$ cat config.mk
export PLATFORM = sky130hd
export DESIGN_NAME = gfmul_digit_serial
export DESIGN_NICKNAME = d
export VERILOG_FILES = /design/src/rtl/gcm_pkg.sv /design/src/rtl/gf128_digit_step.sv /design/src/rtl/gfmul_digit_serial.sv
export SDC_FILE = /design/constraint.sdc
export NUM_CORES = 2
export LEC_CHECK = 0
export ABC_AREA = 1
export ABC_CLOCK_PERIOD_IN_PS = 2100
export CAP_MARGIN = 20
export CELL_PAD_IN_SITES_DETAIL_PLACEMENT = 1
export CELL_PAD_IN_SITES_GLOBAL_PLACEMENT = 1
export CORE_MARGIN = 10
export CORE_UTILIZATION = 44
export CTS_BUF_LIST = sky130_fd_sc_hd__clkbuf_16
export CTS_CLUSTER_SIZE = 12
export DETAILED_ROUTE_END_ITERATION = 10
export PLACE_DENSITY = 0.78
export SYNTH_ARGS = -nofsm -noshare
export SYNTH_HDL_FRONTEND = slang
export SYNTH_SLANG_ARGS = --single-unit
$ cat constraint.sdc
create_clock -name iClk -period 2.1 [get_ports iClk]
set_input_delay 0.21 -clock iClk [delete_from_list [all_inputs] [get_ports iClk]]
set_output_delay 0.21 -clock iClk [all_outputs]
set_load 0.01 [all_outputs]
$ cat src/rtl/gcm_pkg.sv
// Shared GF(2^128) constants and FSM encoding for the GHASH multiplier.
// Vectors use GCM bit order: index 0 is the x^0 coefficient and the leftmost hex digit.
package gcm_pkg;

  localparam int GF128_W = 128;

  localparam logic [0:GF128_W-1] GF_R = {8'hE1, 120'd0};

  typedef enum logic [1:0] {
    ST_IDLE = 2'd0,
    ST_BUSY = 2'd1,
    ST_DONE = 2'd2
  } gf_state_t;

endpackage

$ cat src/rtl/gf128_digit_step.sv
// Combinational GF(2^128) digit step: folds DIGIT bits of X into Z and advances V.
// Zero latency; no flow control, the caller registers Z and V.
module gf128_digit_step
  import gcm_pkg::*;
#(
  parameter int DIGIT = 8
) (
  input  logic [0:GF128_W-1] i_z,
  input  logic [0:GF128_W-1] i_v,
  input  logic [0:DIGIT-1]   i_x,
  output logic [0:GF128_W-1] o_z,
  output logic [0:GF128_W-1] o_v
);

  logic [0:GF128_W-1] w_z;
  logic [0:GF128_W-1] w_v;

  // V is multiplied by x each step; the x^128 term folds back through R.
  always_comb begin
    w_z = i_z;
    w_v = i_v;
    for (int j = 0; j < DIGIT; j++) begin
      if (i_x[j]) w_z = w_z ^ w_v;
      w_v = {1'b0, w_v[0:GF128_W-2]} ^ (w_v[GF128_W-1] ? GF_R : '0);
    end
  end

  assign o_z = w_z;
  assign o_v = w_v;

endmodule

$ cat src/rtl/gfmul_digit_serial.sv
// Digit-serial GF(2^128) multiplier with GHASH accumulator Y <= (X ^ Y) * H.
// Accept to oValid is 128/DIGIT+1 clocks; result holds while iReady is low, oReady only in IDLE.
module gfmul_digit_serial
  import gcm_pkg::*;
#(
  parameter int DIGIT = 8
) (
  input  logic               iClk,
  input  logic               iRst_n,
  input  logic               iValid,
  output logic               oReady,
  input  logic [0:GF128_W-1] iX,
  input  logic [0:GF128_W-1] iH,
  input  logic               iAccum,
  input  logic               iClear,
  output logic               oValid,
  input  logic               iReady,
  output logic [0:GF128_W-1] oResult
);

  localparam int LAT   = GF128_W / DIGIT;
  localparam int CNT_W = (LAT > 1) ? $clog2(LAT) : 1;
  localparam logic [CNT_W-1:0] CNT_LAST = CNT_W'(LAT - 1);

  gf_state_t          r_state;
  logic [CNT_W-1:0]   r_cnt;
  logic [0:GF128_W-1] r_x;
  logic [0:GF128_W-1] r_v;
  logic [0:GF128_W-1] r_z;
  logic [0:GF128_W-1] r_y;

  logic [0:GF128_W-1] w_ysel;
  logic [0:GF128_W-1] w_operand;
  logic [0:DIGIT-1]   w_xd;
  logic [0:GF128_W-1] w_z;
  logic [0:GF128_W-1] w_v;

  assign w_ysel    = iClear ? '0 : r_y;
  assign w_operand = iAccum ? (iX ^ w_ysel) : iX;
  // Xr is shifted toward index 0 each cycle, so the current digit is always at the front.
  assign w_xd      = r_x[0:DIGIT-1];

  gf128_digit_step #(
    .DIGIT (DIGIT)
  ) u_step (
    .i_z (r_z),
    .i_v (r_v),
    .i_x (w_xd),
    .o_z (w_z),
    .o_v (w_v)
  );

  always_ff @(posedge iClk or negedge iRst_n) begin
    if (!iRst_n) begin
      r_state <= ST_IDLE;
      r_cnt   <= '0;
      r_x     <= '0;
      r_v     <= '0;
      r_z     <= '0;
      r_y     <= '0;
      oReady  <= 1'b1;
      oValid  <= 1'b0;
      oResult <= '0;
    end else begin
      unique case (r_state)
        ST_IDLE: begin
          if (iValid) begin
            r_x     <= w_operand;
            r_v     <= iH;
            r_z     <= '0;
            r_cnt   <= '0;
            oReady  <= 1'b0;
            r_state <= ST_BUSY;
          end else if (iClear) begin
            r_y <= '0;
          end
        end
        ST_BUSY: begin
          r_z   <= w_z;
          r_v   <= w_v;
          r_x   <= r_x << DIGIT;
          r_cnt <= r_cnt + 1'b1;
          if (r_cnt == CNT_LAST) r_state <= ST_DONE;
        end
        ST_DONE: begin
          // First DONE cycle publishes Z; a clear in that same cycle wins over the Y update.
          if (!oValid) begin
            oResult <= r_z;
            oValid  <= 1'b1;
            r_y     <= iClear ? '0 : r_z;
          end else begin
            if (iClear) r_y <= '0;
            if (iReady) begin
              oValid  <= 1'b0;
              oReady  <= 1'b1;
              r_state <= ST_IDLE;
            end
          end
        end
        default: begin
          r_state <= ST_IDLE;
          oReady  <= 1'b1;
          oValid  <= 1'b0;
        end
      endcase
    end
  end

endmodule

* Word-level counts from Yosys, hierarchy flattened
Index checks and enable logic that the tools add are counted.
** Storage, ports and cells
- Register bits :: 648
- Bits in latches :: 0
- RAM bits :: 0
- Bits in read-only memories :: 0
- Input bits :: 262
- Output and inout port bits :: 130
- Word-level logic and storage cells :: 88
- Memories :: 0
** Operators by class
- Add/sub/neg operators :: 1
- Multiply operators :: 0
- Divide/modulo/power cells :: 0
- $lt $le $gt $ge :: 0
- Equal/unequal tests :: 8
- Shifts and indexed selects :: 0
- Muxes and demuxes :: 42
- Bitwise logic cells :: 19
- Reductions and logical operators :: 9
** Operators with widths (count)
- 128-bit two-way mux :: 24
- 128-bit XOR :: 9
- 128-bit case mux with 2 select lines :: 4
- 127-bit by 128-bit XOR with 128-bit output :: 8
- 2-bit != test, second input constant :: 5
- 2-bit two-way mux :: 4
- 4-bit case mux with 2 select lines :: 1
- 4-bit AND reduction :: 2
- 2-bit case mux with 3 select lines :: 1
- 2-bit AND reduction :: 3
- 1-bit two-way mux :: 5
- 4-bit by 1-bit adder with 4-bit output, second input constant :: 1
- 4-bit equality test, second input constant :: 1
- 4-bit two-way mux :: 1
- 2-bit nonzero test :: 2
- 1-bit case mux with 3 select lines :: 1
- 2-bit by 1-bit equality test with 1-bit output, second input constant :: 1
- 2-bit equality test, second input constant :: 1
- 2-bit logical NOT :: 1
- 1-bit NOT :: 2
- 1-bit case mux with 2 select lines :: 1
- 2-bit OR reduction :: 1

* Depth between registers and ports, before layout
- Depth after elaboration :: 17
- Gate-level depth with buffers :: 17

* Hierarchy
A second synthesis with hierarchy kept.
** Unflattened totals
- Cell total of the unflattened synthesis :: 7459
- Area total of the unflattened synthesis :: 48425.2 um^2
** Modules (own cells, without submodules)
- gfmul_digit_serial :: instances 1, cells an instance 4206, area each 31219.9 um^2, seq. area each 16216.8 um^2
- gf128_digit_step :: instances 1, cells an instance 3253, area each 17205.3 um^2, seq. area each 0.0 um^2

* Worst setup path after synthesis
Ideal clock, no wire load.
- Path kind :: flip-flop to flip-flop
- From :: register r_x[1] in the netlist's numbering
- To :: register r_z[12] in the netlist's numbering
- Library setup time :: 0.123 ns
- Arrival :: 1.531 ns
- Path slack :: 0.446 ns
- Cell stages (with the launch flop) :: 11
- Path buffers :: 3
- Clock period less this slack :: 1.654 ns
- Path through :: dfrtp_1 > buf_6 > buf_8 > buf_6 > nand2_1 > xor2_1 > xor2_1 > xor2_1 > a21oi_1 > o21ai_0 > nand2_1
** Between the ends
- Longest elaborated chain between the ends :: 14
** RTL lines
- from (decl) :: RTL line gfmul_digit_serial.sv:27 : logic [0:GF128_W-1] r_x;
- from (signal assigned) :: RTL line gfmul_digit_serial.sv:68 : r_x <= w_operand;
- from (signal assigned) :: RTL line gfmul_digit_serial.sv:81 : r_x <= r_x << DIGIT;
- 128-bit two-way mux * :: RTL line gf128_digit_step.sv:23 : if (i_x[j]) w_z = w_z ^ w_v;
- 128-bit XOR :: RTL line gf128_digit_step.sv:23
- 128-bit two-way mux * :: RTL line gf128_digit_step.sv:23
- 128-bit XOR :: RTL line gf128_digit_step.sv:23
- 128-bit two-way mux * :: RTL line gf128_digit_step.sv:23
- 128-bit XOR :: RTL line gf128_digit_step.sv:23
- 128-bit two-way mux * :: RTL line gf128_digit_step.sv:23
- 128-bit XOR :: RTL line gf128_digit_step.sv:23
- 128-bit two-way mux * :: RTL line gf128_digit_step.sv:23
- 128-bit XOR :: RTL line gf128_digit_step.sv:23
- 128-bit two-way mux * :: RTL line gf128_digit_step.sv:23
- 128-bit XOR :: RTL line gf128_digit_step.sv:23
- 128-bit two-way mux * :: RTL line gf128_digit_step.sv:23
- 128-bit case mux with 2 select lines * :: RTL line gfmul_digit_serial.sv:65 : unique case (r_state)
- to (signal assigned) :: RTL line gfmul_digit_serial.sv:79 : r_z <= w_z;
- to (decl) :: RTL line gfmul_digit_serial.sv:29 : logic [0:GF128_W-1] r_z;
Mark *: on every way between the ends. The rest lies on a longest branch, timed or not.
A chain may end at the register's enable or synchronous reset.

* Worst setup path in the final report
- From :: register oValid
- To :: output oValid
** RTL lines
- from (decl) :: RTL line gfmul_digit_serial.sv:16 : output logic oValid,
- from (signal assigned) :: RTL line gfmul_digit_serial.sv:62 : oValid <= 1'b0;
- from (signal assigned) :: RTL line gfmul_digit_serial.sv:89 : oValid <= 1'b1;
- from (signal assigned) :: RTL line gfmul_digit_serial.sv:94 : oValid <= 1'b0;
No word-level cell between the ends.

==> metrics.md <==
| Metric | Value |
|---|---|
| Status | `finished clean` |
| Critical Path AT | `about 1.8 ns` |
| Share of cells above drive strength 1 | `0.0770` |
| Maximum VDD drop | `0.906 mV` |
| Buf/Inv on CP | `1` |
| Drt pass-1 iters | `5` |
| Post-synthesis cell type count | `40` |
| DRC Markers | `0` |
| Max Cap Violations | `0` |
| DP Area | `roughly 49000 um^2` |
| Hold Path Class | `input pin to async pin` |
| Final hold violations | `0` |
| Drt wl/cell | `about 23 um` |
| Root Buffer | `clkbuf_16` |
| Register area share after synthesis | `0.376` |
| Internal power | `roughly 0.055 W` |
| DP Cell Count | `roughly 6900` |
| PD cells | `between 2000 and 2500 nW/um^2` |
| Post-Place Setup Slack | `between 0.06 and 0.07 ns` |
| CP required | `1.89 ns` |
| Die H | `around 330 um` |
| Crit path launch type | `register` |
| Count leader, synth | `nand2_1` |
| Clock Power Share | `0.135` |
| Top delay family on crit path | `buffers and inverters` |
| Net Switching | `just over 0.05 W` |
| Via count | `38700` |
| Setup crit end kind | `primary output` |
| Die ar. | `111000 um^2` |
| First-pass GRT wire length | `approximately 250000 um` |
| Detailed Place HPWL | `between 100000 and 150000 um` |
| Num CTS Buffers | `just under 80` |
| Yosys warns | `0` |
| Final worst slack | `around 0.054 ns` |
| Footprint of the multi-input gates | `between 20000 and 25000 um^2` |
| Final slew viol count | `0` |
| NumNets Final | `5981` |
| LEAKAGE | `about 22 nW` |
| Critical Path Start | `oValid` |
| Critical path peak fanout | `4` |
| CTS tree | `built` |
| Worst-Margin Slew | `0.607 ns` |
| Port-buffer cells | `a little under 400` |
| CORE AREA | `between 90000 and 100000 um^2` |
| Worst R2R Path Depth | `9` |
| Max Freq | `between 0.4 and 0.5 GHz` |
| Row Count | `~110` |
| Routability cong. | `~0.89` |
| RR Startpoint | `r_x[1]` |
| Die width | `between 300 and 400 um` |
| Hold_ws | `between 0.05 and 0.06 ns` |
| RSZ-0062 raised after global routing | `true` |
| Top_reg_cell synth | `dfrtp_1` |
| Synthesized area | `43100 um^2` |
| Tcrit/Tclk final | `0.974` |
| Time the worst path needs with I/O delays and setup | `between 2 and 2.5 ns` |
| Synth top area share | `0.375` |
| Rel. slew slack | `0.595` |
| Critical path cell sequence | `clkdlybuf4s50_1` |
| Cell count after synthesis | `around 5500` |
| Combinational share of power | `0.617` |
| Synthesized area per cell | `slightly below 8 um^2` |
| FILL cells | `between 10000 and 15000` |
| CP peak stage delay | `0.66 ns` |
| Synth Register Bits | `roughly 650` |
| Post-synth EDFFs | `0` |
| Final instance area | `51700 um^2` |
| Synth-to-layout area growth | `19.9%` |
| Slowest-stage cell, CP | `clkdlybuf4s50_1` |
| Antenna Nets Post-Route | `0` |
| Total Routing Usage GR | `0.282` |
| Asr flop ratio synth | `1.00` |
| Clk sinks | `approximately 650` |
| Register area | `roughly 16000 um^2` |
| Clock Path Buffers | `3` |
| Capturing point of the worst reg2reg path | `r_z[66]` |
| # setup viols final | `0` |
| Grt ovf | `0` |
| Initial Utilization | `0.445` |
| Clk_skew | `approximately 0.017 ns` |
| Vias per cell | `roughly 5.5` |
| H-tree depth | `3` |
| Reg power frac | `0.248` |
| Total wire length | `~160000 um` |
| IO Pins | `~400` |
| Iter 0 DRT Violations | `3171` |
| Largest net degree at the start of global routing | `about 110` |
| Top cells by area, synth | `dfrtp_1 38%, nand2_1 16%, xnor2_1 13%, xor2_1 8.1%, o21ai_0 3.0%` |
| Number of global-route vias before repair | `approximately 41000` |
| Worst skew pair latency | `0.66 ns` |
| Switching share of power | `0.484` |
| Final non-filler cell total | `approximately 7100` |
| Syn_nets | `around 5800` |
| Initial antenna violation count | `2` |
| Critical path type | `register to primary output` |
| Top cells by count, synth | `1881 x nand2_1, 647 x dfrtp_1, 646 x xnor2_1` |
| R2R setup slack | `about 0.080 ns` |
| Clock-pin slew on the worst setup and hold paths | `0.06 ns` |
| Leading area contributor after synthesis | `dfrtp_1` |
==> power by group through the flow <==
| stage | combinational, W | clock [W] | sequential (W) |
|---|---|---|---|
| final | 0.0658 | 0.0144 | 0.0265 |
| after global routing | 0.0726 | 0.0151 | 0.0271 |
| after CTS | 0.0656 | 0.0146 | 0.0263 |
| after detailed placement | 0.0649 | 0 | 0.0264 |
| after global placement | 0.0621 | 0 | 0.0262 |
| after floorplan | 0.0498 | 0 | 0.0218 |
==> cell type report <==
cell class	count	area share
timing repair buffer	569	0.121
multi-input combinational	4069	0.457
clock buffer	83	0.0402
tap	1276	0.0309
antenna	1	0.0000484
inverter	351	0.0259
sequential	648	0.314
clock inverter	60	0.0108
==> logic make-up after synthesis <==
group,after synthesis,share of synthesized area
flip-flops,648,0.376
XOR/XNOR,1106,0.235
adder cells (fa/ha/maj),1,0.000290
AO/OA/AOI/OAI,680,0.0967
buffers and inverters,790,0.0781
AND/OR/NAND/NOR,2282,0.214
==> placed cells by master, fill, tap and decap left out, types with 3 or more instances in the layout <==
cell and instances:
a21oi_1 3, a221oi_1 12, a22oi_1 69, a32o_1 8, buf_12 73, buf_16 3
buf_4 98, bufinv_16 11, clkbuf_16 85, clkdlybuf4s50_1 390, clkinv_1 16, clkinv_2 11
clkinvlp_4 3, dfrtp_1 636, dfrtp_2 3, dfrtp_4 8, inv_1 355, inv_2 7
inv_6 3, nand2_1 1876, nand2_2 3, nand2_4 63, nand3_1 110, nand3b_1 6
nor2_1 202, nor3_1 14, o211ai_1 137, o21ai_0 256, o21ai_1 85, o22ai_1 89
o31ai_1 15, xnor2_1 646, xor2_1 399, xor2_2 61
==> flip-flops by register name (all words and copies together) (netlist names) <==
signal,cells
oResult,128
r_y,128
r_state,2
oReady,1
oValid,1
r_cnt,4
r_v,128
r_x,128
r_z,128
==> layer usage <==
layer / track usage / vias up / share of wire
li1: - / 17500 / -
met1: 0.356 / 19800 / 0.42
met2: 0.476 / 1197 / 0.49
met3: 0.0527 / 272 / 0.062
met4: 0.105 / 4 / 0.036
met5: 0 / - / 0.00015
==> repair_timing <==
item | in CTS | in global routing
endpoints found under the hold margin | 275 | 0
hold buffers | 1 | 0
buffers inserted | 0 | 4
gates resized for setup | 0 | 19
setup endpoints to repair | 0 | 41
==> worst max path at each step <==
stage | to | cells after the start
after floorplan | r_z[12] | 10
after global placement | r_y[35] | 9
after detailed placement | r_y[97] | 9
after CTS | oValid | 1
after global routing | r_y[96] | 9
final | oValid | 1
==> stage by stage <==
step	utilization	TNS, ns	total power, W
5_1_grt	0.533	-0.0170	0.115
2_1_floorplan	-	0	0.0716
3_5_place_dp	0.504	0	0.0913
4_1_cts	0.532	0	0.106
6_report	0.533	0	0.107
3_3_place_gp	0.504	0	0.0883
Power figures use the tool's default switching activity.
